### config.mk
export PLATFORM = sky130hd
export DESIGN_NAME = mem_lsu
export DESIGN_NICKNAME = d
export VERILOG_FILES = /design/src/rtl/lsu_pkg.sv /design/src/rtl/lsu_align.sv /design/src/rtl/mem_lsu.sv
export SDC_FILE = /design/constraint.sdc
export NUM_CORES = 1
export LEC_CHECK = 0
export CORE_ASPECT_RATIO = 1.5
export CORE_UTILIZATION = 39
export CTS_CLUSTER_SIZE = 16
export DETAILED_ROUTE_END_ITERATION = 12
export PLACE_DENSITY = 0.77
export SYNTH_ARGS = -nofsm -noshare
export SYNTH_HDL_FRONTEND = slang
export SYNTH_SLANG_ARGS = --single-unit
### constraint.sdc
create_clock -name clk -period 2.2 [get_ports clk]
set_input_delay 0.44 -clock clk [delete_from_list [all_inputs] [get_ports clk]]
set_output_delay 0.44 -clock clk [all_outputs]
set_load 0.01 [all_outputs]
### src/rtl/lsu_pkg.sv
// Shared types and constants for the MEM-stage load/store unit.
// Holds the RV32I load/store funct3 codes, the FSM states and the store lane payload.
package lsu_pkg;

  localparam logic [2:0] F3_B  = 3'b000;
  localparam logic [2:0] F3_H  = 3'b001;
  localparam logic [2:0] F3_W  = 3'b010;
  localparam logic [2:0] F3_BU = 3'b100;
  localparam logic [2:0] F3_HU = 3'b101;

  typedef enum logic [1:0] {
    IDLE = 2'd0,
    REQ  = 2'd1,
    WAIT = 2'd2,
    DONE = 2'd3
  } lsu_state_t;

  typedef struct packed {
    logic [3:0]  strb;
    logic [31:0] wdata;
  } lsu_store_t;

endpackage

### src/rtl/lsu_align.sv
// Combinational lane logic: store strobe/data replication and load byte/half extract + extend.
// The store side sees only the size bits; stores with funct3 >= 3 never reach it.
module lsu_align
  import lsu_pkg::*;
(
  input  logic [1:0]  st_size,
  input  logic [1:0]  st_addr_lo,
  input  logic [31:0] st_data,
  output lsu_store_t  st,
  input  logic [2:0]  ld_funct3,
  input  logic [1:0]  ld_addr_lo,
  input  logic [31:0] ld_rdata,
  output logic [31:0] ld_data
);

  logic [7:0]  ld_byte;
  logic [15:0] ld_half;

  // Store lanes: data replicated across the word, strobes select the addressed bytes
  always_comb begin
    st.strb  = 4'hF;
    st.wdata = st_data;
    case (st_size)
      2'b00: begin
        st.strb  = 4'b0001 << st_addr_lo;
        st.wdata = {4{st_data[7:0]}};
      end
      2'b01: begin
        st.strb  = st_addr_lo[1] ? 4'b1100 : 4'b0011;
        st.wdata = {2{st_data[15:0]}};
      end
      default: begin
        st.strb  = 4'hF;
        st.wdata = st_data;
      end
    endcase
  end

  always_comb begin
    ld_byte = ld_rdata[7:0];
    case (ld_addr_lo)
      2'd0:    ld_byte = ld_rdata[7:0];
      2'd1:    ld_byte = ld_rdata[15:8];
      2'd2:    ld_byte = ld_rdata[23:16];
      default: ld_byte = ld_rdata[31:24];
    endcase
    ld_half = ld_addr_lo[1] ? ld_rdata[31:16] : ld_rdata[15:0];
  end

  always_comb begin
    ld_data = 32'h0;
    case (ld_funct3)
      F3_B:    ld_data = {{24{ld_byte[7]}}, ld_byte};
      F3_H:    ld_data = {{16{ld_half[15]}}, ld_half};
      F3_W:    ld_data = ld_rdata;
      F3_BU:   ld_data = {24'h0, ld_byte};
      F3_HU:   ld_data = {16'h0, ld_half};
      default: ld_data = 32'h0;
    endcase
  end

endmodule

### src/rtl/mem_lsu.sv
// MEM-stage load/store unit: converts the EX/MEM memory op into a valid/ready data-memory
// transaction, stalling the pipeline until the response (or a wait timeout) completes it.
module mem_lsu
  import lsu_pkg::*;
#(
  parameter int unsigned ADDR_W     = 32,
  parameter int unsigned WAIT_LIMIT = 255
) (
  input  logic              clk,
  input  logic              rst,
  input  logic              M_valid,
  input  logic              M_mem_read,
  input  logic              M_mem_write,
  input  logic [2:0]        M_funct3,
  input  logic [ADDR_W-1:0] M_alu_out,
  input  logic [31:0]       M_rs2_data,
  output logic              M_stall,
  output logic [31:0]       M_load_data,
  output logic              M_mem_fault,
  output logic              dm_req_valid,
  input  logic              dm_req_ready,
  output logic              dm_req_we,
  output logic [ADDR_W-1:0] dm_req_addr,
  output logic [31:0]       dm_req_wdata,
  output logic [3:0]        dm_req_strb,
  input  logic              dm_rsp_valid,
  input  logic [31:0]       dm_rsp_rdata
);

  localparam int unsigned CNT_W = (WAIT_LIMIT > 1) ? $clog2(WAIT_LIMIT) : 1;

  lsu_state_t  state, state_nxt;
  logic [CNT_W-1:0] wait_cnt;
  logic [2:0]  ld_funct3;
  logic [1:0]  ld_addr_lo;
  logic        timed_out;

  logic        access, illegal, is_half, is_word, lo_nz;
  logic        capture, cnt_clr, cnt_inc, rsp_take, to_take, timeout_hit;
  lsu_store_t  st;
  logic [31:0] ld_value;

  lsu_align u_align (
    .st_size    (M_funct3[1:0]),
    .st_addr_lo (M_alu_out[1:0]),
    .st_data    (M_rs2_data),
    .st         (st),
    .ld_funct3  (ld_funct3),
    .ld_addr_lo (ld_addr_lo),
    .ld_rdata   (dm_rsp_rdata),
    .ld_data    (ld_value)
  );

  // Access classification against the incoming MEM-stage op
  always_comb begin
    access  = M_valid & (M_mem_read | M_mem_write);
    is_half = (M_funct3 == F3_H) | (M_funct3 == F3_HU);
    is_word = (M_funct3 == F3_W);
    lo_nz   = |M_alu_out[1:0];
    illegal = (M_mem_read & M_mem_write)
            | (M_funct3 == 3'd3) | (M_funct3 == 3'd6) | (M_funct3 == 3'd7)
            | (M_mem_write & (M_funct3 >= 3'd3))
            | (is_half & M_alu_out[0])
            | (is_word & lo_nz);
    timeout_hit = (WAIT_LIMIT != 0) && (wait_cnt == CNT_W'(WAIT_LIMIT - 1));
  end

  always_ff @(posedge clk) begin
    if (rst) state <= IDLE;
    else     state <= state_nxt;
  end

  always_comb begin
    state_nxt    = state;
    M_stall      = 1'b0;
    M_mem_fault  = 1'b0;
    dm_req_valid = 1'b0;
    capture      = 1'b0;
    cnt_clr      = 1'b0;
    cnt_inc      = 1'b0;
    rsp_take     = 1'b0;
    to_take      = 1'b0;
    case (state)
      IDLE: begin
        if (access) begin
          if (illegal) begin
            M_mem_fault = 1'b1;
          end else begin
            M_stall   = 1'b1;
            capture   = 1'b1;
            state_nxt = REQ;
          end
        end
      end
      REQ: begin
        M_stall      = 1'b1;
        dm_req_valid = 1'b1;
        if (dm_req_ready) begin
          cnt_clr   = 1'b1;
          state_nxt = WAIT;
        end
      end
      WAIT: begin
        M_stall = 1'b1;
        if (dm_rsp_valid) begin
          rsp_take  = 1'b1;
          state_nxt = DONE;
        end else if (timeout_hit) begin
          to_take   = 1'b1;
          state_nxt = DONE;
        end else begin
          cnt_inc = 1'b1;
        end
      end
      default: begin
        M_mem_fault = timed_out;
        state_nxt   = IDLE;
      end
    endcase
  end

  // Request fields, load context, wait counter and load result
  always_ff @(posedge clk) begin
    if (rst) begin
      dm_req_we    <= 1'b0;
      dm_req_addr  <= '0;
      dm_req_wdata <= 32'h0;
      dm_req_strb  <= 4'h0;
      ld_funct3    <= 3'h0;
      ld_addr_lo   <= 2'h0;
      wait_cnt     <= '0;
      timed_out    <= 1'b0;
      M_load_data  <= 32'h0;
    end else begin
      if (capture) begin
        dm_req_we    <= M_mem_write;
        dm_req_addr  <= {M_alu_out[ADDR_W-1:2], 2'b00};
        dm_req_wdata <= M_mem_write ? st.wdata : 32'h0;
        dm_req_strb  <= M_mem_write ? st.strb : 4'h0;
        ld_funct3    <= M_funct3;
        ld_addr_lo   <= M_alu_out[1:0];
        timed_out    <= 1'b0;
      end
      if (cnt_clr)      wait_cnt <= '0;
      else if (cnt_inc) wait_cnt <= wait_cnt + CNT_W'(1);
      if (rsp_take && !dm_req_we) M_load_data <= ld_value;
      if (to_take) begin
        M_load_data <= 32'h0;
        timed_out   <= 1'b1;
      end
    end
  end

endmodule

# Word level (Yosys, flattened, before mapping)
# Index checks and enable logic that the tools add are counted.
# totals
reg_bits	115
inputBits	106
out_inout_bits	104
elab_cells	91
# classes
addsub	1
n_lt_le_gt_ge	1
n_eq_ne	20
n_shift	1
n_mux	33
n_bitwise	13
n_reduce_logical	12
# op_table
op	count
32-bit one-hot mux with 5 select lines	1
36-bit one-hot mux with 2 select lines	1
32-bit two-way mux	1
8-bit one-hot mux with 3 select lines	1
1-bit two-way mux	18
16-bit two-way mux	1
3-bit equality test, second input constant	5
2-bit two-way mux	5
3-bit by 2-bit equality test with 1-bit output, second input constant	3
8-bit by 1-bit adder with 8-bit output, second input constant	1
8-bit equality test, second input constant	1
4-bit two-way mux	2
1-bit bitwise OR	8
2-bit OR reduction	4
2-bit by 1-bit equality test with 1-bit output, second input constant	3
3-bit by 1-bit equality test with 1-bit output, second input constant	2
2-bit logical NOT	3
2-bit inequality test, second input constant	3
2-bit one-hot mux with 3 select lines	1
1-bit bitwise AND	5
2-bit equality test, second input constant	2
1-bit one-hot mux with 2 select lines	2
4-bit AND reduction	1
1-bit by 2-bit left shift with 4-bit output, first input constant	1
other kinds (6)	6

# Depth between registers and ports, before layout
# Gate-level depths: netlist (run 1).
# depth
word_depth	12
mapped_depth	8
mapped_depth_nobuf	6

# Hierarchy
# Synthesis (run 1) repeated with hierarchy kept, for this count alone.
# hier_totals
cells_unflattened	753
area_unflattened_um2	6019.5
# modules_own_cells
mod	n_inst	cells_each	area_each_um2	seq_area_each_um2
mem_lsu	1	563	4628.2	2302.2
lsu_align	1	190	1391.3	0.0

# Worst setup path before layout (run 1)
# OpenSTA, ideal clock, no wires.
# synth_timing
path_kind	input-to-output
start	in M_funct3[1]
end	out M_stall
t_arrival_ns	1.809
required_time_ns	1.760
slack_ns	-0.049
path_stages	6
path_buffers	2
path_cell_list	clkbuf_1 or2_1 a2111oi_4 buf_2 nor2_1 nor2_1
# synth_via
elab_chain_len	10
# synth_rtl
element	line_no	rtl
from (decl)	mem_lsu.sv:14	input logic [2:0] M_funct3,
3-bit by 2-bit equality test with 1-bit output	mem_lsu.sv:61	| (M_funct3 == 3'd3) | (M_funct3 == 3'd6) | (M_funct3 == 3'd7)
1-bit bitwise OR (3 in series)	mem_lsu.sv:61	
1-bit bitwise OR	mem_lsu.sv:62	| (M_mem_write & (M_funct3 >= 3'd3))
1-bit bitwise OR	mem_lsu.sv:63	| (is_half & M_alu_out[0])
1-bit bitwise OR *	mem_lsu.sv:64	| (is_word & lo_nz);
1-bit two-way mux *	mem_lsu.sv:86	if (illegal) begin
1-bit two-way mux *	mem_lsu.sv:85	if (access) begin
1-bit one-hot mux with 2 select lines *	mem_lsu.sv:83	case (state)
to (decl)	mem_lsu.sv:17	output logic M_stall,
# Every way passes the cells marked *; elsewhere a longest branch is shown, timed or not.

# Final worst setup path (run 1)
# layout_timing
start	in M_funct3[0]
end	out M_stall
# Same word-level chain as after synthesis.

==> summary.md, run 1 <==
| Metric | Value |
|---|---|
| Hold Path Class | flip-flop to flip-flop |
| Max Fanout on Critical Path | 6 |
| Fin crit share | 0.9873 |
| Int Power | 0.004378 W |
| Root Buffer | clkbuf_16 |
| Core area | 0.01264 mm^2 |
| Met1 Usage GRT | 0.2526 |
| Req. time, crit path | 1.76 ns |
| First-pass GRT wire length | 26140 um |
| Vias per std cell | 5.433 |
| Clk_lat worst skew | 0.42 ns |
| # diodes | 0 |
| First-iteration detailed-routing DRC count | 240 |
| Net Switching | 0.001488 W |
| Port buffer count | 207 |
| Outcome | complete, no violations |
| Post-synthesis sequential area ratio | 0.4503 |
| RSZ-0062 raised after global routing | true |
| Final clock skew | 0.008645 ns |
| Vias in the first global route | 5488 |
| Dpl cells | 952 |
| Total GRT Usage | 0.2507 |
| Worst Path Arrival | 1.73 ns |
| Post-DRT Antenna Nets | 0 |
| CTS tree | built |
| Clock-pin slew reported for the worst setup and hold paths after clock tree synthesis | 0.06 ns |
| Clk sinks | 115 |
| Initial core utilization | 0.4046 |
| Die width | 95.49 um |
| Power per Cell Area | 710.5 mW/mm^2 |
| GR peak layer | met2 |
| YS warnings | 0 |
| Worst Max-Slew Pin Slew | 0.7612 ns |
| Comb pwr share | 0.136 |
| Main area contributors after synthesis | dfxtp_1 45%, nand2_1 9.5%, a21oi_1 7.0% |
| Die height | 142.2 um |
| Post-DR wirelength/cell | 17.26 um |
| Fin Hold WS | 0.4324 ns |
| Met3 usage | 0.07692 |
| Nets | 932 |
| Synthesized area | 0.005112 mm^2 |
| Ys flop type | dfxtp_1 |
| Mapped Avg Cell Area | 8.636 um^2 |
| Seq pwr share | 0.367 |
| Synth async-reset ratio | 0 |
| FMAX | 460.4 MHz |
| Non-Filler Instances | 989 |
| Crit path kind | primary input to output port |
| Pin count of the biggest net entering global routing | 55 |
| Num CTS Buffers | 17 |
| Yosys reg bits | 115 |
| Share of post-route cells with drive strength above 1 | 0.1417 |
| Pins Over Slew Limit | 0 |
| Placer Congestion | 0.9207 |
| Post-synth cell types | 50 |
| Met2 usage | 0.4477 |
| Clk pwr share | 0.497 |
| Cells after synthesis | 592 |
| Drc violations | 0 |
| Pleak | 3.109 nW |
| Final Critical Period | 2.172 ns |
| Max Root-Sink Buffers | 2 |
| Routed Wire Length | 17070 um |
| Startpoint Class | primary input |
| DIE AREA | 0.01358 mm^2 |
| Worst Setup End Kind | output port |
| Most frequent cells in the layout | 196 x clkdlybuf4s50_1, 129 x nand2_1, 113 x dfxtp_1 |
| Switching power share of the total | 0.2536 |
| FP Rows | 50 |
| Post-synth top area cell | dfxtp_1 |
| Drt pass-1 iters | 6 |
| Maxcap violations | 0 |
| Rel. slew slack | 0.4906 |
| DP HPWL | 12370 um |
| Area Overhead vs Synth | 61.48% |
| Initial antenna violation count | 0 |
| Io pins | 210 |
| Final setup vio count | 0 |
| DR vias | 5373 |
| Most common cell after layout, fill and taps aside | clkdlybuf4s50_1 |
| Max H-tree Level | 4 |
| Grt ovf | 0 |
| Share of the synthesized area in the top cell type | 0.4503 |
| VDD IR max | 0.4996 mV |
| Fin. Hold Viols | 0 |
| Number of enable flip-flop cells after synthesis | 0 |
[state kept, by name (all words and copies together), names as in the netlist, 2 cells and up]
signal and flops:
state 2, M_load_data 32, ld_funct3 3, ld_addr_lo 2, dm_req_wdata 32, dm_req_addr 30, dm_req_strb 4, wait_cnt 8
[synthesized netlist by cell type, types with 4 or more instances]
master	number
a21oi_1	72
mux2_2	11
nor2_1	22
ha_1	6
nand3_1	19
a22oi_1	24
a31oi_1	7
o2bb2ai_1	20
dfxtp_1	115
nand2_1	129
buf_2	6
o21ai_0	27
mux2i_1	16
mux4_2	8
clkbuf_1	38
xor2_1	4
a21o_1	11
inv_1	6
[final timing paths]
path | startpoint | endpoint | slack (ns) | cells past startpoint
min | M_load_data[4] | M_load_data[4] | 0.43 | 2
max | M_funct3[0] | M_stall | 0.03 | 7
max reg2reg | state[0] | dm_req_wdata[26] | 0.16 | 9
min reg2reg | M_load_data[4] | M_load_data[4] | 0.43 | 2
[critical path, stage by stage]
cell,delay (ns)
dlygate4sd2_1,0.25
buf_6,0.13
o21a_4,0.21
a2111oi_4,0.39
nor2_2,0.06
nor2_2,0.11
buf_2,0.13
[kinds of logic (layout without fill, tap and decap cells)]
| family | after synthesis | after routing | share of synthesized area |
|---|---|---|---|
| other cells | 1 | 2 | 0.0007335 |
| xor+xnor | 5 | 5 | 0.008565 |
| fa+ha+maj | 6 | 6 | 0.01468 |
| simple gates | 199 | 199 | 0.1701 |
| flops | 115 | 115 | 0.4503 |
| compound gates | 179 | 179 | 0.2237 |
| buf+inv | 52 | 292 | 0.04112 |
| mux | 35 | 35 | 0.09080 |
[final cells by class]
type	count	area, um^2
multi-input combinational	426	2676
tap	156	195.2
clock buffer	17	425.4
sequential	115	2305
fill	1020	4382
inverter	6	22.52
timing repair buffer	254	2436
clock inverter	15	195.2
[per-layer routing]
metal,wire [um],vias up,part of all wire
li1,-,2553,-
met1,6232,2490,0.36
met2,8620,286,0.50
met3,1601,44,0.094
met4,621,0,0.036
met5,0,-,0
[stage by stage]
step	instance area (um^2)	setup slack (ns)	util	total power (W)	setup TNS [ns]
final	8255	0.02791	0.6533	0.005866	0
after global routing	8255	-0.01968	0.6533	0.006054	-0.01968
after CTS	8227	-0.04072	0.6510	0.005886	-0.2570
after detailed placement	7561	-0.6093	0.5983	0.002962	-29.65
after global placement	7561	-0.5709	0.5983	0.002945	-23.58
after floorplan	5136	0.0006283	-	0.002524	0
[power by group through the flow]
stage	sequential [W]	clock, W	combinational, W
after floorplan	0.00221	0	0.000315
after global placement	0.00219	0	0.000751
after detailed placement	0.00220	0	0.000767
after CTS	0.00215	0.00295	0.000781
after global routing	0.00216	0.00305	0.000845
final	0.00215	0.00292	0.000796
[repair_timing]
item | in CTS | in global routing
hold buffers | 0 | 0
setup endpoints to repair | 24 | 22
gates resized for setup | 28 | 6
setup buffers | 3 | 4
pin swaps | 8 | 6
(Power assumes the default switching activity.)
==> run 2, diff against run 1 <==
Settings changed: ABC_CLOCK_PERIOD_IN_PS from default to 2200.
==> results of run 2 <==
Same layout as run 1: the final DEF is identical, and so are final timing and power.
==> run 3, diff against run 2 <==
Settings changed: ABC_AREA from default to 1, CORE_UTILIZATION 39 to 41, PLACE_DENSITY 0.77 to 0.78.
==> run 3 against run 2 <==
  * Combinational power is 120% higher
  * Via count is 20% higher
  * Die area up 6.8%
  * Maximum frequency shrank 0.44%
  * Largest power group unchanged
  * Highest routed layer unchanged
==> summary.md, run 3 <==
| Metric | Value |
|---|---|
| Grt ovf | 0 (unchanged) |
| Layout Utilization | 0.6388 (was 0.6533) |
| Most common cell after layout, fill and taps aside | nand2_1 (was clkdlybuf4s50_1) |
| Number of enable flip-flop cells after synthesis | 0 (unchanged) |
| Max H-tree Level | 4 (unchanged) |
| Hold Path Class | flip-flop to flip-flop (unchanged) |
| Vias per std cell | 5.028 (was 5.433) |
| Area of the multi-input gates | 0.002932 mm^2 (was 0.002676 mm^2) |
| Post-synthesis sequential area ratio | 0.4005 (was 0.4503) |
| CTS Hold Bufs | 0 (unchanged) |
| Adder-Cell Fraction of Synth Area | 0.01306 (was 0.01468) |
| Cells after synthesis | 893 (was 592) |
| DR vias | 6441 (was 5373) |
| Final setup vio count | 0 (unchanged) |
| Pins Over Slew Limit | 0 (unchanged) |
| Root Buffer | clkbuf_16 (unchanged) |
| Die height | 147.0 um (was 142.2 um) |
| First-iteration detailed-routing DRC count | 281 (was 240) |
| Io pins | 210 (unchanged) |
| Fin crit share | 0.9917 (was 0.9873) |
| Drc violations | 0 (unchanged) |
| Pleak | 3.519 nW (was 3.109 nW) |
| Mux contribution to synthesized area | 0 (was 0.09080) |
| Power per Cell Area | 777.8 mW/mm^2 (was 710.5 mW/mm^2) |
| Yosys reg bits | 115 (unchanged) |
| Crit path kind | primary input to output port (unchanged) |
| Synth Area in Simple Gates | 0.3274 (was 0.1701) |
| RSZ-0062 raised after global routing | false (was true) |
| Startpoint Class | primary input (unchanged) |
| Synth cell count leaders | 269 x nand2_1, 133 x nor2_1, 115 x dfxtp_1, 108 x a21oi_1, 75 x inv_1 (was 129 x nand2_1, 115 x dfxtp_1, 72 x a21oi_1, 38 x clkbuf_1, 27 x o21ai_0) |
| Max Fanout on Critical Path | 3 (was 6) |
| Rel. slew slack | 0.5756 (was 0.4906) |
| Fin. Hold Viols | 0 (unchanged) |
| Total GRT Usage | 0.2571 (was 0.2507) |
| Num CTS Buffers | 17 (unchanged) |
| Outcome | complete, no violations (unchanged) |
| Pin count of the biggest net entering global routing | 52 (was 55) |
| Routed Wire Length | 18180 um (was 17070 um) |
| Critical path, cell by cell | clkdlybuf4s50_1 -> o21ai_2 -> nand2_1 -> nor2_4 -> nand2_4 -> a21oi_1 -> buf_2 (was dlygate4sd2_1 -> buf_6 -> o21a_4 -> a2111oi_4 -> nor2_2 -> nor2_2 -> buf_2) |
| Die width | 98.68 um (was 95.49 um) |
| Mapped Avg Cell Area | 6.437 um^2 (was 8.636 um^2) |
| Initial core utilization | 0.4227 (was 0.4046) |
| Final instance area | 0.008686 mm^2 (was 0.008255 mm^2) |
| Clock-pin slew reported for the worst setup and hold paths after clock tree synthesis | 0.05 ns (was 0.06 ns) |
| XOR/XNOR Fraction of Synth Area | 0.004571 (was 0.008566) |
| Largest family of logic cells by synthesized area | simple AND/OR/NAND/NOR gates (was compound AO/OA/AOI/OAI gates) |
| Post-DR wirelength/cell | 14.19 um (was 17.26 um) |
| Port buffer count | 207 (unchanged) |
| Req. time, crit path | 1.76 ns (about the same) |
| Synthesized area | 0.005748 mm^2 (was 0.005112 mm^2) |
| Vias in the first global route | 6221 (was 5488) |
| Fillers | 1254 (was 1020) |
| Clk sinks | 115 (unchanged) |
| Post-synth top area cell | dfxtp_1 (unchanged) |
| Clk_lat worst skew | 0.41 ns (was 0.42 ns) |
| First-pass GRT wire length | 29350 um (was 26140 um) |
| Net Switching | 0.002052 W (was 0.001488 W) |
| Top flop regs | M_load_data x32, dm_req_wdata x32, dm_req_addr x30 (unchanged) |
| CP max stage cell | clkdlybuf4s50_1 (was a2111oi_4) |
| FMAX | 458.3 MHz (was 460.4 MHz) |
| Maxcap violations | 0 (unchanged) |
| VDD IR max | 0.5546 mV (was 0.4996 mV) |
| Initial antenna violation count | 1 (was 0) |
| Worst Path Arrival | 1.74 ns (was 1.73 ns) |
| Pwr Total | 0.006756 W (was 0.005866 W) |
| Int Power | 0.004704 W (was 0.004378 W) |
| Synth async-reset ratio | 0 (unchanged) |
| Max Root-Sink Buffers | 2 (unchanged) |
| Post-synth cell types | 29 (was 50) |
| Drt pass-1 iters | 5 (was 6) |
| DP HPWL | 13380 um (was 12370 um) |
| Core area | 0.01360 mm^2 (was 0.01264 mm^2) |
| Area Overhead vs Synth | 51.11% (was 61.48%) |
| Switching power share of the total | 0.3038 (was 0.2536) |
| CTS tree | built (unchanged) |
| Post-route setup TNS | 0 ns (unchanged) |
| Most frequent cells in the layout | 269 x nand2_1, 200 x clkdlybuf4s50_1, 132 x nor2_1 (was 196 x clkdlybuf4s50_1, 129 x nand2_1, 113 x dfxtp_1) |
| Synth Area in Compound Gates | 0.1582 (was 0.2237) |
| Final clock skew | 0.01127 ns (was 0.008645 ns) |
| Worst Max-Slew Pin Slew | 0.6359 ns (was 0.7612 ns) |
| Ys flop type | dfxtp_1 (unchanged) |
| Clk pwr share | 0.395 (was 0.497) |
| Main area contributors after synthesis | dfxtp_1 40%, nand2_1 18%, a21oi_1 9.4% (was dfxtp_1 45%, nand2_1 9.5%, a21oi_1 7.0%) |
| DIE AREA | 0.01451 mm^2 (was 0.01358 mm^2) |
| Cell with the most instances after synthesis | nand2_1 (unchanged) |
| Comb pwr share | 0.256 (was 0.136) |
| Seq pwr share | 0.349 (was 0.367) |
| Share of post-route cells with drive strength above 1 | 0.07961 (was 0.1417) |
| Share of the synthesized area in the top cell type | 0.4005 (was 0.4503) |
| FP Rows | 52 (was 50) |
| Placer Congestion | 0.9030 (was 0.9207) |
| Critical path's largest stage delay | 0.49 ns (was 0.39 ns) |
| Reg area | 0.002302 mm^2 (was 0.002305 mm^2) |
| YS warnings | 0 (unchanged) |
| Nets | 1217 (was 932) |
| Worst Setup End Kind | output port (unchanged) |
| Final Critical Period | 2.182 ns (was 2.172 ns) |
| Dpl cell area | 0.008074 mm^2 (was 0.007561 mm^2) |
| Post-DRT Antenna Nets | 0 (unchanged) |
==> run 3: cell types whose count changed in the layout (fill, tap and decap cells not counted), sizes merged, moves of 13 or more <==
cell     previous run  this run
o2bb2ai            20         0
a22oi              24         0
a21oi              72       109
o211ai              3        16
nand3              19        33
nor2               22       138
o21ai              27        48
nand4               3        18
mux2i              16         0
inv                14        81
nand2             129       270
==> run 3: critical path, delay by kind of cell <==
family,cells,cell delay [ns]
AO/OA/AOI/OAI,2,0.33
buffers and inverters,2,0.64
AND/OR/NAND/NOR,3,0.33
==> run 3: logic make-up after synthesis <==
group	count (synthesis)
AND/OR/NAND/NOR	464
adder cells (fa/ha/maj)	6
flip-flops	115
buffers and inverters	131
AO/OA/AOI/OAI	173
XOR/XNOR	3
other	1
==> run 3: power by group through the flow <==
stage          Sequential [W]  Clock (W)  Combinational (W)
2_1_floorplan         0.00245          0           0.000837
3_5_place_dp          0.00240          0            0.00171
5_1_grt               0.00238    0.00282            0.00192
3_3_place_gp          0.00240          0            0.00170
4_1_cts               0.00236    0.00272            0.00172
6_report              0.00236    0.00267            0.00173
==> run 3: what timing repair did <==
item / CTS / global route
hold endpoints to repair: 0 / 0
buffers inserted: 1 / 0
endpoints found under the setup margin: 2 / 16
gates resized for setup: 15 / 7
pin swaps: 4 / 2
==> run 3: metal layers <==
metal	routed length, um	global-route usage	vias up
li1	-	-	3269
met1	6799	0.2636	2885
met2	9448	0.4754	237
met3	1161	0.05614	50
met4	771	0.1485	0
met5	0	0	-
==> run 3: path summary, 6_finish.rpt <==
path | slack (ns) | from | depth (start not counted) | end
worst min-delay path | 0.46 | M_load_data[2] | 2 | M_load_data[2]
worst max-delay path | 0.02 | M_funct3[2] | 7 | M_stall
worst min register to register | 0.46 | M_load_data[2] | 2 | M_load_data[2]
worst max register to register | 0.27 | state[1] | 9 | dm_req_wdata[4]
==> run 3: through the flow <==
stage | worst slack, ns | hold WS [ns] | cells
3_5_place_dp | -0.5001 | 0.4547 | 1247
3_3_place_gp | -0.4836 | 0.4516 | 1247
5_1_grt | 0.01085 | 0.4775 | 1281
2_1_floorplan | 0.1909 | 0.4404 | 894
4_1_cts | -0.03702 | 0.4646 | 1280
6_report | 0.01825 | 0.4599 | 1281
==> run 3: area by class of cell <==
type | count | area share
multi-input cells | 648 | 0.3375
repair buffers | 244 | 0.2728
clock inverters | 13 | 0.01469
diodes | 1 | 0.0002881
inverters | 79 | 0.03414
clock buffers | 19 | 0.05215
flip-flops and latches | 115 | 0.2651
well taps | 162 | 0.02334
